==> src/rtl/phase_gate_sequencer.sv <==
// Controlled-phase gate sequencer: scans a 2^N state vector in RAM and multiplies selected amplitudes by a phase.
// Latency: 1 cycle per skipped index, 5 cycles + multiplier wait per selected index, plus 1 FINISH cycle.
// Backpressure: stalls in WAIT until mul_done; cmd_start is only sampled while idle, never queued.
module phase_gate_sequencer #(
  parameter int INT_WIDTH  = 8,
  parameter int FRAC_WIDTH = 8,
  parameter int N_QUBITS   = 3,
  parameter int QIDX_W     = 3,
  localparam int W = INT_WIDTH + FRAC_WIDTH,
  localparam int A = N_QUBITS
) (
  input  logic                clk,
  input  logic                rst,
  // command side (QFT controller)
  input  logic                cmd_start,
  input  logic [QIDX_W-1:0]   cmd_ctrl,
  input  logic [QIDX_W-1:0]   cmd_tgt,
  input  logic signed [W-1:0] cmd_phase_real,
  input  logic signed [W-1:0] cmd_phase_imag,
  output logic                busy,
  output logic                cmd_done,
  output logic                cmd_err,
  // amplitude RAM
  output logic [A-1:0]        mem_addr,
  output logic                mem_rd_en,
  input  logic signed [W-1:0] mem_rd_real,
  input  logic signed [W-1:0] mem_rd_imag,
  output logic                mem_wr_en,
  output logic signed [W-1:0] mem_wr_real,
  output logic signed [W-1:0] mem_wr_imag,
  // complex multiplier (this block is the master)
  output logic                mul_start,
  output logic signed [W-1:0] mul_a_real,
  output logic signed [W-1:0] mul_a_imag,
  output logic signed [W-1:0] mul_b_real,
  output logic signed [W-1:0] mul_b_imag,
  input  logic signed [W-1:0] mul_out_real,
  input  logic signed [W-1:0] mul_out_imag,
  input  logic                mul_done
);

  typedef enum logic [2:0] {
    S_IDLE   = 3'd0,
    S_SCAN   = 3'd1,
    S_READ   = 3'd2,
    S_LATCH  = 3'd3,
    S_ISSUE  = 3'd4,
    S_WAIT   = 3'd5,
    S_WRITE  = 3'd6,
    S_FINISH = 3'd7
  } state_t;

  // Qubit count widened by one bit so an out-of-range index can be compared without overflow.
  localparam logic [QIDX_W:0] NQ       = (QIDX_W+1)'(N_QUBITS);
  localparam logic [A-1:0]    LAST_IDX = {A{1'b1}};

  state_t                state_q, state_d;
  logic [A-1:0]          idx_q, idx_d;
  logic [QIDX_W-1:0]     ctrl_q, ctrl_d;
  logic [QIDX_W-1:0]     tgt_q, tgt_d;
  logic                  err_q, err_d;
  logic signed [W-1:0]   ph_re_q, ph_re_d;
  logic signed [W-1:0]   ph_im_q, ph_im_d;
  logic signed [W-1:0]   a_re_q, a_re_d;
  logic signed [W-1:0]   a_im_q, a_im_d;
  logic signed [W-1:0]   p_re_q, p_re_d;
  logic signed [W-1:0]   p_im_q, p_im_d;

  logic [A-1:0]          ctrl_mask;
  logic [A-1:0]          tgt_mask;
  logic                  idx_sel;
  logic                  idx_last;
  logic                  cmd_bad;

  // Selection decode: index is selected when both its control and target bits are set.
  always_comb begin
    ctrl_mask = A'(1) << ctrl_q;
    tgt_mask  = A'(1) << tgt_q;
    idx_sel   = (|(idx_q & ctrl_mask)) && (|(idx_q & tgt_mask));
    idx_last  = (idx_q == LAST_IDX);
    cmd_bad   = ({1'b0, cmd_ctrl} >= NQ) || ({1'b0, cmd_tgt} >= NQ);
  end

  // State and datapath registers; reset aborts any command in flight.
  always_ff @(posedge clk or posedge rst) begin
    if (rst) begin
      state_q <= S_IDLE;
      idx_q   <= '0;
      ctrl_q  <= '0;
      tgt_q   <= '0;
      err_q   <= 1'b0;
      ph_re_q <= '0;
      ph_im_q <= '0;
      a_re_q  <= '0;
      a_im_q  <= '0;
      p_re_q  <= '0;
      p_im_q  <= '0;
    end else begin
      state_q <= state_d;
      idx_q   <= idx_d;
      ctrl_q  <= ctrl_d;
      tgt_q   <= tgt_d;
      err_q   <= err_d;
      ph_re_q <= ph_re_d;
      ph_im_q <= ph_im_d;
      a_re_q  <= a_re_d;
      a_im_q  <= a_im_d;
      p_re_q  <= p_re_d;
      p_im_q  <= p_im_d;
    end
  end

  // Next-state logic: walk the index space, detouring through read/multiply/write for selected entries.
  always_comb begin
    state_d = state_q;
    idx_d   = idx_q;
    ctrl_d  = ctrl_q;
    tgt_d   = tgt_q;
    err_d   = err_q;
    ph_re_d = ph_re_q;
    ph_im_d = ph_im_q;
    a_re_d  = a_re_q;
    a_im_d  = a_im_q;
    p_re_d  = p_re_q;
    p_im_d  = p_im_q;

    case (state_q)
      S_IDLE: begin
        if (cmd_start) begin
          ctrl_d  = cmd_ctrl;
          tgt_d   = cmd_tgt;
          ph_re_d = cmd_phase_real;
          ph_im_d = cmd_phase_imag;
          idx_d   = '0;
          err_d   = cmd_bad;
          state_d = cmd_bad ? S_FINISH : S_SCAN;
        end
      end

      S_SCAN: begin
        if (idx_sel) begin
          state_d = S_READ;
        end else if (idx_last) begin
          state_d = S_FINISH;
        end else begin
          idx_d = idx_q + A'(1);
        end
      end

      // Read data appears on the RAM port in the cycle after the strobe.
      S_READ: state_d = S_LATCH;

      S_LATCH: begin
        a_re_d  = mem_rd_real;
        a_im_d  = mem_rd_imag;
        state_d = S_ISSUE;
      end

      S_ISSUE: state_d = S_WAIT;

      // Operands are held in registers untouched here, so they stay stable until mul_done.
      S_WAIT: begin
        if (mul_done) begin
          p_re_d  = mul_out_real;
          p_im_d  = mul_out_imag;
          state_d = S_WRITE;
        end
      end

      S_WRITE: begin
        if (idx_last) begin
          state_d = S_FINISH;
        end else begin
          idx_d   = idx_q + A'(1);
          state_d = S_SCAN;
        end
      end

      S_FINISH: state_d = S_IDLE;

      default: state_d = S_IDLE;
    endcase
  end

  // Strobe and status decode straight from the state register, so reset clears them asynchronously.
  always_comb begin
    busy      = 1'b0;
    cmd_done  = 1'b0;
    cmd_err   = 1'b0;
    mem_rd_en = 1'b0;
    mem_wr_en = 1'b0;
    mul_start = 1'b0;
    case (state_q)
      S_IDLE:   busy = 1'b0;
      S_READ:   begin busy = 1'b1; mem_rd_en = 1'b1; end
      S_ISSUE:  begin busy = 1'b1; mul_start = 1'b1; end
      S_WRITE:  begin busy = 1'b1; mem_wr_en = 1'b1; end
      S_FINISH: begin busy = 1'b1; cmd_done = 1'b1; cmd_err = err_q; end
      default:  busy = 1'b1;
    endcase
  end

  // Address, write data and multiplier operands come directly from registers.
  assign mem_addr    = idx_q;
  assign mem_wr_real = p_re_q;
  assign mem_wr_imag = p_im_q;
  assign mul_a_real  = a_re_q;
  assign mul_a_imag  = a_im_q;
  assign mul_b_real  = ph_re_q;
  assign mul_b_imag  = ph_im_q;

endmodule

==> config.mk <==
export PLATFORM = sky130hd
export DESIGN_NAME = phase_gate_sequencer
export DESIGN_NICKNAME = d
export VERILOG_FILES = /design/src/rtl/phase_gate_sequencer.sv
export SDC_FILE = /design/constraint.sdc
export NUM_CORES = 1
export LEC_CHECK = 0
export BUFFER_PORTS_ARGS = -buffer_cell sky130_fd_sc_hd__clkbuf_2
export CORE_MARGIN = 2
export CORE_UTILIZATION = 30
export CTS_CLUSTER_SIZE = 28
export DETAILED_ROUTE_END_ITERATION = 16
export PLACE_DENSITY_LB_ADDON = 0.05
export SYNTH_ARGS = -nofsm -noshare
export SYNTH_HDL_FRONTEND = slang
export SYNTH_SLANG_ARGS = --single-unit
==> constraint.sdc <==
create_clock -name clk -period 9.4 [get_ports clk]
set_input_delay 0.47 -clock clk [delete_from_list [all_inputs] [get_ports clk]]
set_output_delay 0.47 -clock clk [all_outputs]
set_load 0.01 [all_outputs]
Word level (Yosys, flattened, before mapping)
Cells that the tools add are included.
{"block": "op_classes", "addsub": 1, "eq_ne": 12, "n_bitwise": 2, "shift": 2, "reduce_logical": 10, "order_cmp": 2, "mux": 17}
{"op": "3-bit 2-to-1 mux", "count": 9}
{"op": "3-bit one-hot mux with 8 select lines", "count": 1}
{"op": "3-bit == test, second input constant", "count": 5}
{"op": "3-bit one-hot mux with 3 select lines", "count": 1}
{"op": "3-bit bitwise AND", "count": 2}
{"op": "3-bit by 2-bit == test with 1-bit output, second input constant", "count": 2}
{"op": "3-bit by 2-bit >= comparator with 1-bit output, second input constant", "count": 2}
{"op": "1-bit 2-to-1 mux", "count": 6}
{"op": "2-bit inequality test, second input constant", "count": 3}
{"op": "3-bit AND reduction", "count": 2}
{"op": "3-bit OR reduction", "count": 2}
{"op": "1-bit by 3-bit left shift with 3-bit output, first input constant", "count": 2}
{"op": "2-bit AND reduction", "count": 2}
{"op": "3-bit by 1-bit adder with 3-bit output, second input constant", "count": 1}
{"op": "3-bit by 1-bit == test with 1-bit output, second input constant", "count": 1}
{"op": "3-bit zero test", "count": 1}
{"op": "3-bit inequality test, second input constant", "count": 1}
{"op": "3-bit nonzero test", "count": 1}
{"op": "1-bit logical AND", "count": 1}
{"op": "1-bit logical OR", "count": 1}
{"block": "word_totals", "regBits": 109, "out_inout_bits": 105, "in_bits": 106, "elab_cells": 57}

Depth between registers and ports, before layout
Gate-level depths: netlist (run 1).
{"block": "logic_depth", "ltp_word": 6, "ltp_mapped": 6}

Worst setup path after synthesis (run 1)
OpenSTA, ideal clock, no wires.
{"block": "synth_path", "path_kind": "flip-flop to flip-flop", "start": "register idx_q[0], in the netlist mem_addr[0]", "end": "register idx_q[1], in the netlist mem_addr[1]", "setup_time_ps": 133, "path_stages_with_launch": 7, "setup_slack_ps": 7888, "arrival_time_ps": 1379, "cell_sequence": "dfrtp_1 ha_1 ha_1 nand3b_1 a21oi_1 o32a_2 o211ai_2"}
{"block": "synth_between", "elab_chain_len": 5, "elab_cells_between_ends": 12, "classes_between": "add/sub: 1; eq/ne: 2; mux: 3; bitwise: 2; reduce/logical: 4"}
{"element": "start: declaration", "line": "58", "source": "logic [A-1:0] idx_q, idx_d;"}
{"element": "start signal: assignment", "line": "100", "source": "idx_q <= idx_d;"}
{"element": "branches (longest 5 deep; another with 3-bit by 1-bit adder with 3-bit output)"}
Parallel ways; which one is timed is not known. The select of a mux whose other input is x is not followed.
A chain may end at the register's enable or synchronous reset.

Worst setup path in the final report (run 1)
{"block": "layout_path", "start": "register state_q[0]", "end": "register p_im_q[12], in the netlist mem_wr_imag[12]"}
{"block": "layout_between", "elab_chain_len": 2}
{"element": "start: declaration", "line": "57", "source": "state_t state_q, state_d;"}
{"element": "start signal: assignment", "line": "99", "source": "state_q <= state_d;"}
{"element": "3-bit == test", "line": "127", "source": "case (state_q)"}
{"element": "2-bit AND reduction (no line)"}
{"element": "end signal: assignment", "line": "109", "source": "p_im_q <= p_im_d;"}
{"element": "end: declaration", "line": "67", "source": "logic signed [W-1:0] p_im_q, p_im_d;"}
No other way between the ends.

==> results of run 1 <==
[state kept, by name, summed over array words and instances, names as in the netlist]
register,flops
mul_b_real,16
mem_wr_real,16
err_q,1
state_q,3
mem_addr,3
ctrl_q,3
mul_a_real,16
tgt_q,3
mem_wr_imag,16
mul_a_imag,16
mul_b_imag,16
[power by group through the flow]
stage	clock, mW	sequential [mW]	combinational (mW)
4_1_cts	0.399	0.853	0.782
3_3_place_gp	0	0.853	0.773
6_report	0.381	0.850	0.762
3_5_place_dp	0	0.860	0.780
5_1_grt	0.421	0.888	0.841
2_1_floorplan	0	0.939	0.366
[layout by cell type, fill, tap and decap left out, types with 3 or more instances in the layout]
cell and n:
mux2_1 101, dfrtp_1 109, a21oi_1 3, nor2_1 11
nand2_1 7, clkbuf_2 210, o211ai_2 3, clkbuf_16 9
clkbuf_1 3
[worst max path at each step]
| stage | startpoint | endpoint | slack (ns) | cells after the start |
|---|---|---|---|---|
| floorplan | rst | ctrl_q[0] | 6.06 | 1 |
| global placement | state_q[0] | mem_wr_real[14] | 7.14 | 2 |
| detailed placement | state_q[1] | mem_wr_imag[12] | 7.13 | 3 |
| CTS | state_q[0] | mem_wr_imag[12] | 7.12 | 2 |
| global route | state_q[1] | mem_wr_imag[5] | 6.94 | 3 |
| finish | state_q[0] | mem_wr_imag[12] | 7.17 | 2 |
[final cells by class]
type	instances	area (um2)
clock buffer	14	264
timing repair buffer	211	1060
inverter	5	21.3
sequential	109	2730
clock inverter	1	30.0
multi-input combinational	158	1540
tap	184	230
fill	1428	8500
[cell families after synthesis]
group,after synthesis
flip-flops,109
adder cells (fa/ha/maj),2
multiplexers,102
AO/OA/AOI/OAI,23
AND/OR/NAND/NOR,31
buffers and inverters,19
[synth_stat cells (2+ instances only)]
| cell type | number |
|---|---|
| ha_1 | 2 |
| nand2_1 | 7 |
| dfrtp_1 | 109 |
| and3_1 | 2 |
| nand2b_1 | 2 |
| o21a_1 | 2 |
| o211ai_2 | 3 |
| a21oi_1 | 3 |
| nor2_1 | 11 |
| mux2_1 | 101 |
| buf_4 | 4 |
| or3b_1 | 2 |
| a211oi_1 | 2 |
| o211ai_1 | 2 |
| inv_1 | 3 |
| buf_2 | 9 |
| inv_2 | 2 |
[metal layers]
layer | routed length [um] | GRT usage, % | part of all wire, % | vias to the layer above
met1 | 4430 | 17.6 | 45 | 1441
li1 | - | - | - | 1436
met3 | 909 | 4.73 | 9.2 | 12
met5 | 0 | 0 | 0 | -
met2 | 4310 | 19.3 | 44 | 139
met4 | 214 | 6.48 | 2.2 | 0
[worst max-delay path: stages, from the launching register on]
cell and delay (ns):
dfrtp_1 0.58, nand4_2 0.87, mux2_1 0.64
==> results by stage, run 1 <==
Layout:
- The number of nets in the layout is 602.
- The final core area utilization is between 40% and 50%.
- In the final layout, the share of cells above drive strength 1 is roughly 48%.
- The finished layout holds slightly below 700 standard cells, fillers aside.
- The area added between synthesis and finish is 34.5%.
- The number of antenna diodes is 0.
- After routing the design area is 5870 um2.

Setup path:
- The worst path required time is 9.62 ns.
- The startpoint of the lowest-slack register-to-register path is state_q[0].
- Counting cells, the worst reg-to-reg path comes to 2.
- In this run the critical register-to-register path is captured at mem_wr_imag[12].
- The critical path class is reg -> reg.
- The critical-path maximum fanout is 32.
- Data arrives at the worst endpoint at about 2.5 ns.
- The setup slack of the worst register-to-register path is around 7.2 ns.
- STA classifies the critical path endpoint as a register.
- The worst setup path is launched from a register.

Clocking:
- TritonCTS built the clock tree.
- The clock passes through at most 2 buffers.
- The clock latency reported for the late side of the worst-skew pair is between 0.3 and 0.4 ns.
- After clock tree synthesis, the clock-pin slew on the worst setup and hold paths is 0.07 ns.
- The number of hold-repair buffers added at the cts stage is 0.
- The number of buffers inserted by post-CTS setup repair is 0.
- The post-cts sizing count is 0.
- CTS saw 109 sinks.
- The CTS buffer count is 9.
- The maximum level of the CTS H-tree is 3.
- The master cell of the clock root buffer is clkbuf_16.

Drt:
- The post-route antenna net violation count is 0.
- The average wire per cell in the routed design is around 14 um.
- The wire length reported by the detailed router is approximately 9900 um.
- The number of vias per cell after detailed routing is 4.44.
- Summing over every cut layer, the via total after detailed routing is 3028.
- In the routed design, unresolved DRC markers number 0.
- The first-pass iteration count of the detailed router is 4.
- For this block, the initial DRC count from the detailed router was approximately 110.

Global routing:
- The first global-routing pass estimated ~16000 um of wire.
- After global routing the overflow that remains totals 0.
- The overall global routing resource usage is a little over an eighth.
- The pin count of the biggest net entering global routing is 63.
- The initial antenna violation count came to 0.
- The via count of the first global-routing pass was roughly 3200.

Power:
- The leakage power is about 2.9 nW.
- The share of total power in sequential cells is 42.7%.
- The maximum vdd drop is ~110 uV.
- Of the total power, the clock network draws a little under a fifth.
- The net switching fraction of the power is 34.6%.
- Cell internal power was estimated by the tool at between 1 and 1.5 mW.
- The total power after layout is around 2 mW.
- The power dissipated by switching net loads is slightly below 700 uW.
- The combinational power share is between 30% and 40%.
- In this run the power density over the cells is 339 nW/um2.

Logic synthesis:
- Yosys mapped a number of flops with a built-in enable equal to 0.
- The cell taking the most area after synthesis is dfrtp_1.
- After synthesis, the mean cell area works out to approximately 15 um2.
- The gate count of the mapped netlist is approximately 290.
- By area, the combinational part of the netlist is dominated by multiplexers.
- During synthesis, Yosys emitted a total of 0 warnings.
- Summing the areas of all fa, ha and maj instances in the mapped netlist gives 0.573% of the synthesized area.
- Of the total synthesized cell area, the portion taken by XOR and XNOR cells is 0%.
- In this run, synthesis produced a sequential element count of 109.
- The netlist area before placement is 4360 um2.
- Yosys attributes the largest share of cell area to dfrtp_1 63%, mux2_1 26%, buf_2 1.0%, nor2_1 0.95%, o211ai_2 0.86%.
- Counting flops with an async set or reset pin after synthesis yields a share of 100%.
- When the netlist entered floorplanning its net count stood at roughly 400.
- Of the total synthesized cell area, the portion taken by AND, OR, NAND and NOR gates is 3.78%.
- The area share of the largest cell type after synthesis is a little over three fifths.
- The count of different cell masters after synthesis is 37.
- The main flop type after synthesis is dfrtp_1.
- The sequential fraction of the synthesis area is 62.5%.
- The portion of synthesized area spent on multiplexers is a little over a quarter.
- The synthesized netlist devotes ~4.6% of its cell area to compound gates.

Die:
- The initial utilization of the core area, before any placement, comes to a little over 30%.
- The floorplan die height is 125 um.
- The core region is ~14000 um2.
- The number of core rows is 44.
- The floorplan step defined a die boundary enclosing around 16000 um2.
- The die width is ~120 um.
- Pin placement for this block handled about 210 I/O pins.

Timing:
- The transition at the pin with the smallest max-transition slack is 1.04 ns.
- After layout, the minimum clock period comes to roughly 2.2 ns.
- The largest clock skew in the final design is 0.00542 ns.
- Setup violations remaining at the end of the flow were counted as 0.
- Final hold analysis gives a worst-case slack of between 0.15 and 0.2 ns.
- The highest clock rate is around 0.45 GHz.
- The final-report max-slew violation count is 0.
- The final worst setup slack is just over 7 ns.
- Of the available clock period, the critical path in the final layout requires around a quarter.
- The worst relative slew slack is 30.6%.
- The hold violation total from the final report is 0.
- Setup repair after global routing left no endpoint under its margin.
- The total negative slack for setup checks is 0 ns.

Min path:
- The worst hold path belongs to the class in -> async.

Outcome:
- The flow ran to the end, and the final reports show no timing, DRC or antenna violations.

Placement:
- The weighted congestion reported at the end of routability-driven placement is between 0.7 and 0.8.
- Counting tap cells, the placed design contains a total of ~670 instances.
- Buffers placed on the I/O ports in this run total 210.
- The area after detailed placement is roughly 5600 um2.
- The minimum setup slack after placement is ~7.1 ns.
- The half-perimeter wire length of the detailed placement result is ~7300 um.

Job:
- Max-cap violations in this run came to 0.
Note: power is estimated with default switching activity, not from simulation.
==> run 2: changes to the inputs <==
==> constraint.sdc (replaced) <==
create_clock -name clk -period 1.8 [get_ports clk]
set_input_delay 0.09 -clock clk [delete_from_list [all_inputs] [get_ports clk]]
set_output_delay 0.09 -clock clk [all_outputs]
set_load 0.01 [all_outputs]
==> run 2 against run 1 <==
Clock-buffer cell count is 1 higher. Die area stayed put. Utilization is 7.9 points higher. Maximum frequency is 38% higher. Final cell count is 17% higher. Design area is 19% higher. Highest routed layer unchanged.
==> results by stage, run 2 (synthesized netlist as in run 1, its figures left out) <==
Setup path:
- The critical path goes through or3b_1 -> nor2_1 -> o32a_2 -> o211ai_2.
- The cell family contributing the most delay on the critical path is simple AND/OR/NAND/NOR gates.
- The critical-path cell with the highest stage delay is dfrtp_1.
- The critical-path maximum fanout is 9.
- The worst path required time is roughly 2.0 ns.
- In this run the number of cells on the critical path is 4.
- The endpoint class of the critical path is a register.
- The critical path is of the reg -> reg type.
- For this run, the slowest stage of the critical path takes 0.47 ns.
- The worst register-to-register path has a depth of 4.
- The worst setup path is launched from a register.
- Data arrives at the worst endpoint at about 1.8 ns.
- The number of buffers and inverters on the critical path is 0.

Layout:
- After routing the design area is 7010 um2.
- The number of antenna diodes is 0.
- The most common cell after layout, fill and taps aside is clkbuf_2.
- Leaving out fill and tap cells, the most frequent cells in the layout are 210 x clkbuf_2, 109 x dfrtp_1, 103 x dlygate4sd3_1.
- The area occupied by multi-input gates is approximately 1500 um2.
- Compared with the post-synthesis result, the final layout area differs by 60.7%.
- The storage element area is between 2000 and 3000 um2.
- Fill cells in the final layout number 1285.
- In the final layout, the share of cells above drive strength 1 is 40.3%.
- At the end of the flow, the number of nets in the layout was just over 700.

Power:
- For this design the static power due to leakage is 3.39 nW.
- The share of total power in sequential cells is a little over 40%.
- The net switching fraction of the power is about a third.
- The internal portion of the total power is around 6.9 mW.
- In this run the power density over the cells is between 1500 and 2000 nW/um2.
- The combinational power share is 41.3%.
- The clock share of power is 17.4%.
- In this run the power spent charging and discharging nets is roughly 3.7 mW.
- The maximum vdd drop is between 700 and 800 uV.

Clocking:
- The clock latency reported for the late side of the worst-skew pair is approximately 0.34 ns.
- The total clock sinks is 109.
- The root buffer cell chosen for the clock tree is clkbuf_16.
- The maximum number of buffers from clock root to sink is 2.
- The H-tree generated during clock tree synthesis spans 3 levels.
- Clock-pin slew was measured on the worst setup and hold paths at approximately 0.070 ns.
- TritonCTS built the clock tree.
- The post-cts sizing count is 0.
- The CTS buffer count is 9.

Die:
- The placeable core region is around 14000 um2.
- The die width is between 100 and 150 um.
- Once the floorplan was initialized, standard cells occupied a little under a third of the core.
- approximately 210 I/O pins were placed.
- The number of core rows is 44.
- The full die area is about 16000 um2.
- Measured along the y axis, the die boundary spans between 100 and 150 um.

Drt:
- The residual DRC count is 0.
- After the first detailed-routing iteration, the DRC count stood at 86.
- The number of vias per cell after detailed routing is about 4.3.
- The total via count in the routed design is ~3500.
- After detailed routing, the total wire length is between 10000 and 15000 um.
- The post-route antenna net violation count is 0.
- The first TritonRoute pass finished after 4 iterations.
- The average wire per cell in the routed design is roughly 14 um.

Placement:
- Summing all placed instances gives a cell area of between 5000 and 6000 um2.
- The weighted congestion reported at the end of routability-driven placement is a little over 0.7.
- The count of buffers from port buffering is 210.
- The half-perimeter wire length of the detailed placement result is about 7500 um.

Timing:
- The routed design could run at a clock period as short as ~1.6 ns.
- The hold violation total from the final report is 0.
- Setup repair after global routing left no endpoint under its margin.
- The setup violation total in the final timing report is 0.
- Summed over all failing endpoints, the final setup total negative slack is 0 ns.
- The highest clock rate is between 0.6 and 0.7 GHz.
- In this run the tightest slew margin relative to its limit is about 61%.
- The final-report max-slew violation count is 0.
- Dividing the final minimum period by the clock period gives 89.7%.
- At the pin with the least slew margin, the transition time is about 0.58 ns.
- Between clock sinks in the finished design, the worst skew comes to roughly 0.004 ns.

Min path:
- The instance count along the most critical hold path is 3.
- The min-delay analysis places its worst path in the category in -> reg.

Global routing:
- In the global route stage, overall resource usage came out at between 10% and 20%.
- The final global-route overflow total is 0.
- The wire length of the first global-routing pass is 18500 um.
- Entering global routing, the biggest net connects 57 pins.
- The initial antenna violation count is 0.
- The via count of the first global-routing pass came to 3710.

Outcome:
- The run finished with clean final reports.

Job:
- Max-cap violations in this run came to 0.
-- run 2: cell count changes in the layout (fill, tap and decap cells not counted), sizes merged --
cell / delta
inv: -1
clkbuf: +1
buf: +9
clkinvlp: +1
bufinv: -1
dlygate4sd3: +103
clkinv: +1
-- run 2: stage by stage --
step / setup WS, ns / util (%) / hold slack, ns / std cells / power (mW)
5_1_grt: 0.0333 / 48.8 / 0.0737 / 795 / 11.4
6_report: 0.186 / 48.8 / 0.0811 / 795 / 10.6
3_3_place_gp: 0.224 / 39.7 / 0.0837 / 676 / 8.64
3_5_place_dp: 0.181 / 39.7 / 0.0864 / 676 / 8.73
2_1_floorplan: 0.288 / - / 0.222 / 286 / 6.81
4_1_cts: 0.181 / 48.8 / 0.0558 / 795 / 10.8
-- run 2: cell type report --
type                    count  area share [%]
flip-flops and latches    109            38.9
well taps                 184            3.28
clock inverters             1          0.0714
clock buffers              15            3.82
inverters                   5           0.321
repair buffers            323            31.7
multi-input cells         158            22.0
-- run 2: per-layer routing --
metal / GRT usage [%] / routed length (um) / vias to the layer above / part of all wire, %
li1: - / - / 1659 / -
met1: 18.2 / 4810 / 1661 / 43
met2: 24.4 / 5390 / 127 / 48
met3: 3.78 / 725 / 10 / 6.5
met4: 7.07 / 201 / 0 / 1.8
met5: 0 / 0 / - / 0
-- run 2: what timing repair did --
action | 4_1_cts | 5_1_grt
setup endpoints to repair | 0 | 0
hold buffers | 103 | 0
buffers inserted | 0 | 0
hold endpoints to repair | 114 | 0
-- run 2: power by group through the flow --
stage                     logic [mW]  registers (mW)  clock network (mW)
after floorplan                 1.91            4.90                   0
after global placement          4.26            4.38                   0
after detailed placement        4.30            4.43                   0
after CTS                       4.48            4.39                1.95
after global routing            4.81            4.57                2.06
final                           4.40            4.39                1.85
-- run 2: worst register-to-register path: stages, from the launching register on --
cell      delay (ns)
dfrtp_1         0.47
or3b_1          0.45
nor2_1          0.23
o32a_2          0.26
o211ai_2        0.08
-- run 2: worst paths after layout --
check                                     from        endpoint  slack, ns
worst max-delay path                state_q[1]     mem_addr[2]       0.19
worst min-delay path                 cmd_start      state_q[0]       0.08
worst max register to register      state_q[1]     mem_addr[2]       0.19
worst min register to register  mul_b_imag[11]  mul_b_imag[11]       0.48
max in group asynchronous                  rst      state_q[2]       0.91
min in group asynchronous                  rst   mul_a_imag[3]       0.28
==> run 3: changes to the inputs <==
--- a/config.mk
+++ b/config.mk
@@ -7,7 +7,7 @@
 export LEC_CHECK = 0
 export BUFFER_PORTS_ARGS = -buffer_cell sky130_fd_sc_hd__clkbuf_2
 export CORE_MARGIN = 2
-export CORE_UTILIZATION = 30
+export CORE_UTILIZATION = 42
 export CTS_CLUSTER_SIZE = 28
 export DETAILED_ROUTE_END_ITERATION = 16
 export PLACE_DENSITY_LB_ADDON = 0.05
==> run 3 against run 2 <==
Non-clock buffer count down 2. Sequential power up 0.9%. Via count up 1.5%. Clock-buffer cell count down 6. Die area down 28%. Total power down 3.7%. Hold slack worse by 0.044 ns. Critical path depth unchanged. Critical endpoint is now tgt_q[2]. Setup slack worse by 0.053 ns.
==> results by stage, run 3 (synthesized netlist as in run 1, its figures left out) <==
Drt:
- In the detailed route, the total length drawn on met3 is around 750 um.
- For this block, the initial DRC count from the detailed router was 96.
- The number of vias per cell after detailed routing is between 4 and 5.
- The residual DRC count is 0.
- The total via count in the routed design is around 3500.
- The first-pass iteration count of the detailed router is 4.
- For this block, wires on met1 add up to 4250 um.
- The average wire per cell in the routed design is roughly 14 um.
- The post-route antenna net violation count is 0.
- The met2 wire length is 5450 um.
- The uppermost layer routed is met4.
- Summed over all layers, the routed wires come to between 10000 and 15000 um.

Job:
- The max-capacitance violation count is 0.

Placement:
- The minimum setup slack after placement is 0.172 ns.
- The half-perimeter wire length of the detailed placement result is ~7000 um.
- The count of buffers from port buffering is 210.
- The congestion estimate from routability-driven global placement came to between 0.8 and 0.9.
- The number of cells in the design after placement is 626.
- Summing all placed instances gives a cell area of 5630 um2.

Global routing:
- Summed over all layers, the global routing overflow is 0.
- Entering global routing, the biggest net connects just over 40 pins.
- The via count of the first global-routing pass is about 3800.
- The wire length of the first global-routing pass is about 18000 um.
- The initial antenna violation count is 0.
- The overall global routing resource usage is between 15 and 20%.

Timing:
- The final worst setup slack is 0.133 ns.
- The worst path in the final design needs a cycle of between 1.5 and 2 ns, including I/O delays and setup.
- The final-report max-slew violation count is 0.
- The hold violation total from the final report is 0.
- For this run, the top clock speed supported by timing is 0.600 GHz.
- On the final layout, the worst clock skew is about 0.017 ns.
- At the pin with the least slew margin, the transition time is between 0.5 and 0.6 ns.
- Measured against its own limit, the worst slew margin works out to between 60% and 70%.
- The total negative slack for setup checks is 0 ns.
- Dividing the final minimum period by the clock period gives between 90 and 100%.
- Setup repair after global routing left no endpoint under its margin.
- Setup violations remaining at the end of the flow were counted as 0.

Power:
- Power spread over the standard cell area amounts to ~1500 nW/um2.
- The maximum vdd drop is about 770 uV.
- For this design the static power due to leakage is about 3.3 nW.
- Power comes to 10.3 mW.

Setup path:
- The critical-path maximum fanout is 40.
- The critical path is of the reg -> reg type.
- In this run the worst setup path begins at state_q[2].
- The longest individual stage delay on the worst path is between 0.5 and 0.6 ns.
- The critical path arrival is between 1.5 and 2 ns.
- The startpoint identified for the worst register-to-register timing path is state_q[2].
- STA classifies the critical path endpoint as a register.
- The worst setup path is launched from a register.
- Walking the worst path, the cells encountered are inv_2 -> and3_2 -> buf_12 -> mux2_1.
- The worst path required time is a little over 2 ns.
- For this design, the slowest cell found on the critical path is dfrtp_1.

Die:
- The die is 106 um wide.
- The I/O pin total is 211.
- The full die area is 11200 um2.
- In this run the vertical extent of the chip is about 110 um.
- In this run the standard cell core region covers slightly above 10000 um2.
- For this configuration, the core starts out at a cell density of ~43%.
- Row generation in the floorplan step produced 37 rows.

Clocking:
- Gates resized during post-CTS repair numbered 0.
- After clock tree synthesis, the clock-pin slew on the worst setup and hold paths is 0.10 ns.
- The tree is rooted in a clkbuf_8.
- TritonCTS created 9 clock buffers.
- The maximum level of the CTS H-tree is 3.
- In this run the deepest clock path goes through 2 buffers.
- The number of buffers inserted by post-CTS setup repair is 0.
- In this run, post-CTS hold repair placed a little over 100 buffers.
- TritonCTS built the clock tree.
- The total clock sinks is 109.
- The clock latency reported for the late side of the worst-skew pair is ~0.38 ns.

Layout:
- The share of post-route cells with drive strength above 1 is between 40% and 50%.
- After the flow finishes, the layout carries non-filler instances totaling 744.
- 0 antenna diodes ended up in the layout.
- From synthesis to final layout, the design area changed by 57.2%.
- The final layout contains ~710 nets.
- After filler insertion, the fill cell instance count of the layout stands at roughly 770.
- The cell area after layout is 6860 um2.
- Leaving out fill and tap cells, the most frequent cell in the layout is clkbuf_2.
- The top cell types in the final layout, fill and taps aside, are 210 x clkbuf_2, 109 x dfrtp_1, 103 x dlygate4sd3_1.

Outcome:
- The flow ran to the end, and the final reports show no timing, DRC or antenna violations.

Min path:
- The class of the worst hold path is in -> reg.
- The origin of the worst min-delay path is mul_done.
run 3: final timing paths:
check	to	cells past startpoint	slack [ns]
max	tgt_q[2]	4	0.13
min	state_q[1]	3	0.04
max reg2reg	tgt_q[2]	4	0.13
min reg2reg	mul_b_real[10]	1	0.49
max in group asynchronous	mul_a_real[12]	4	0.93
min in group asynchronous	mem_wr_imag[1]	3	0.27
run 3: stage by stage:
step,hold slack (ns),util (%)
3_3_place_gp,0.122,55.3
2_1_floorplan,0.222,-
6_report,0.0373,67.3
3_5_place_dp,0.126,55.3
4_1_cts,0.0266,67.3
5_1_grt,0.0464,67.3
run 3: power breakdown:
| part | total (mW) | switching, mW | internal [mW] |
|---|---|---|---|
| Sequential | 4.43 | 0.728 | 3.70 |
| Clock | 1.50 | 0.852 | 0.652 |
| Combinational | 4.33 | 2.14 | 2.19 |
| Total | 10.3 | 3.72 | 6.54 |
run 3: routing by layer:
layer | global-route usage, % | up-vias
met5 | 0 | -
met4 | 8.93 | 0
met3 | 4.35 | 21
met2 | 35.2 | 151
met1 | 23.2 | 1692
li1 | - | 1646
run 3: layout make-up:
cell class	count	area (um2)	share of cell area, %
multi-input combinational	158	1540	22.5
tap	136	170	2.48
clock inverter	6	70.1	1.02
sequential	109	2730	39.8
inverter	5	22.5	0.328
timing repair buffer	321	2200	32.1
clock buffer	9	124	1.81
run 3: critical path: cells and delay by family, from the launching register on:
family                 cells  cell delay, ns
DFF                        1            0.52
and+or+nand+nor            1            0.23
muxes                      1            0.36
buffers and inverters      2            0.44
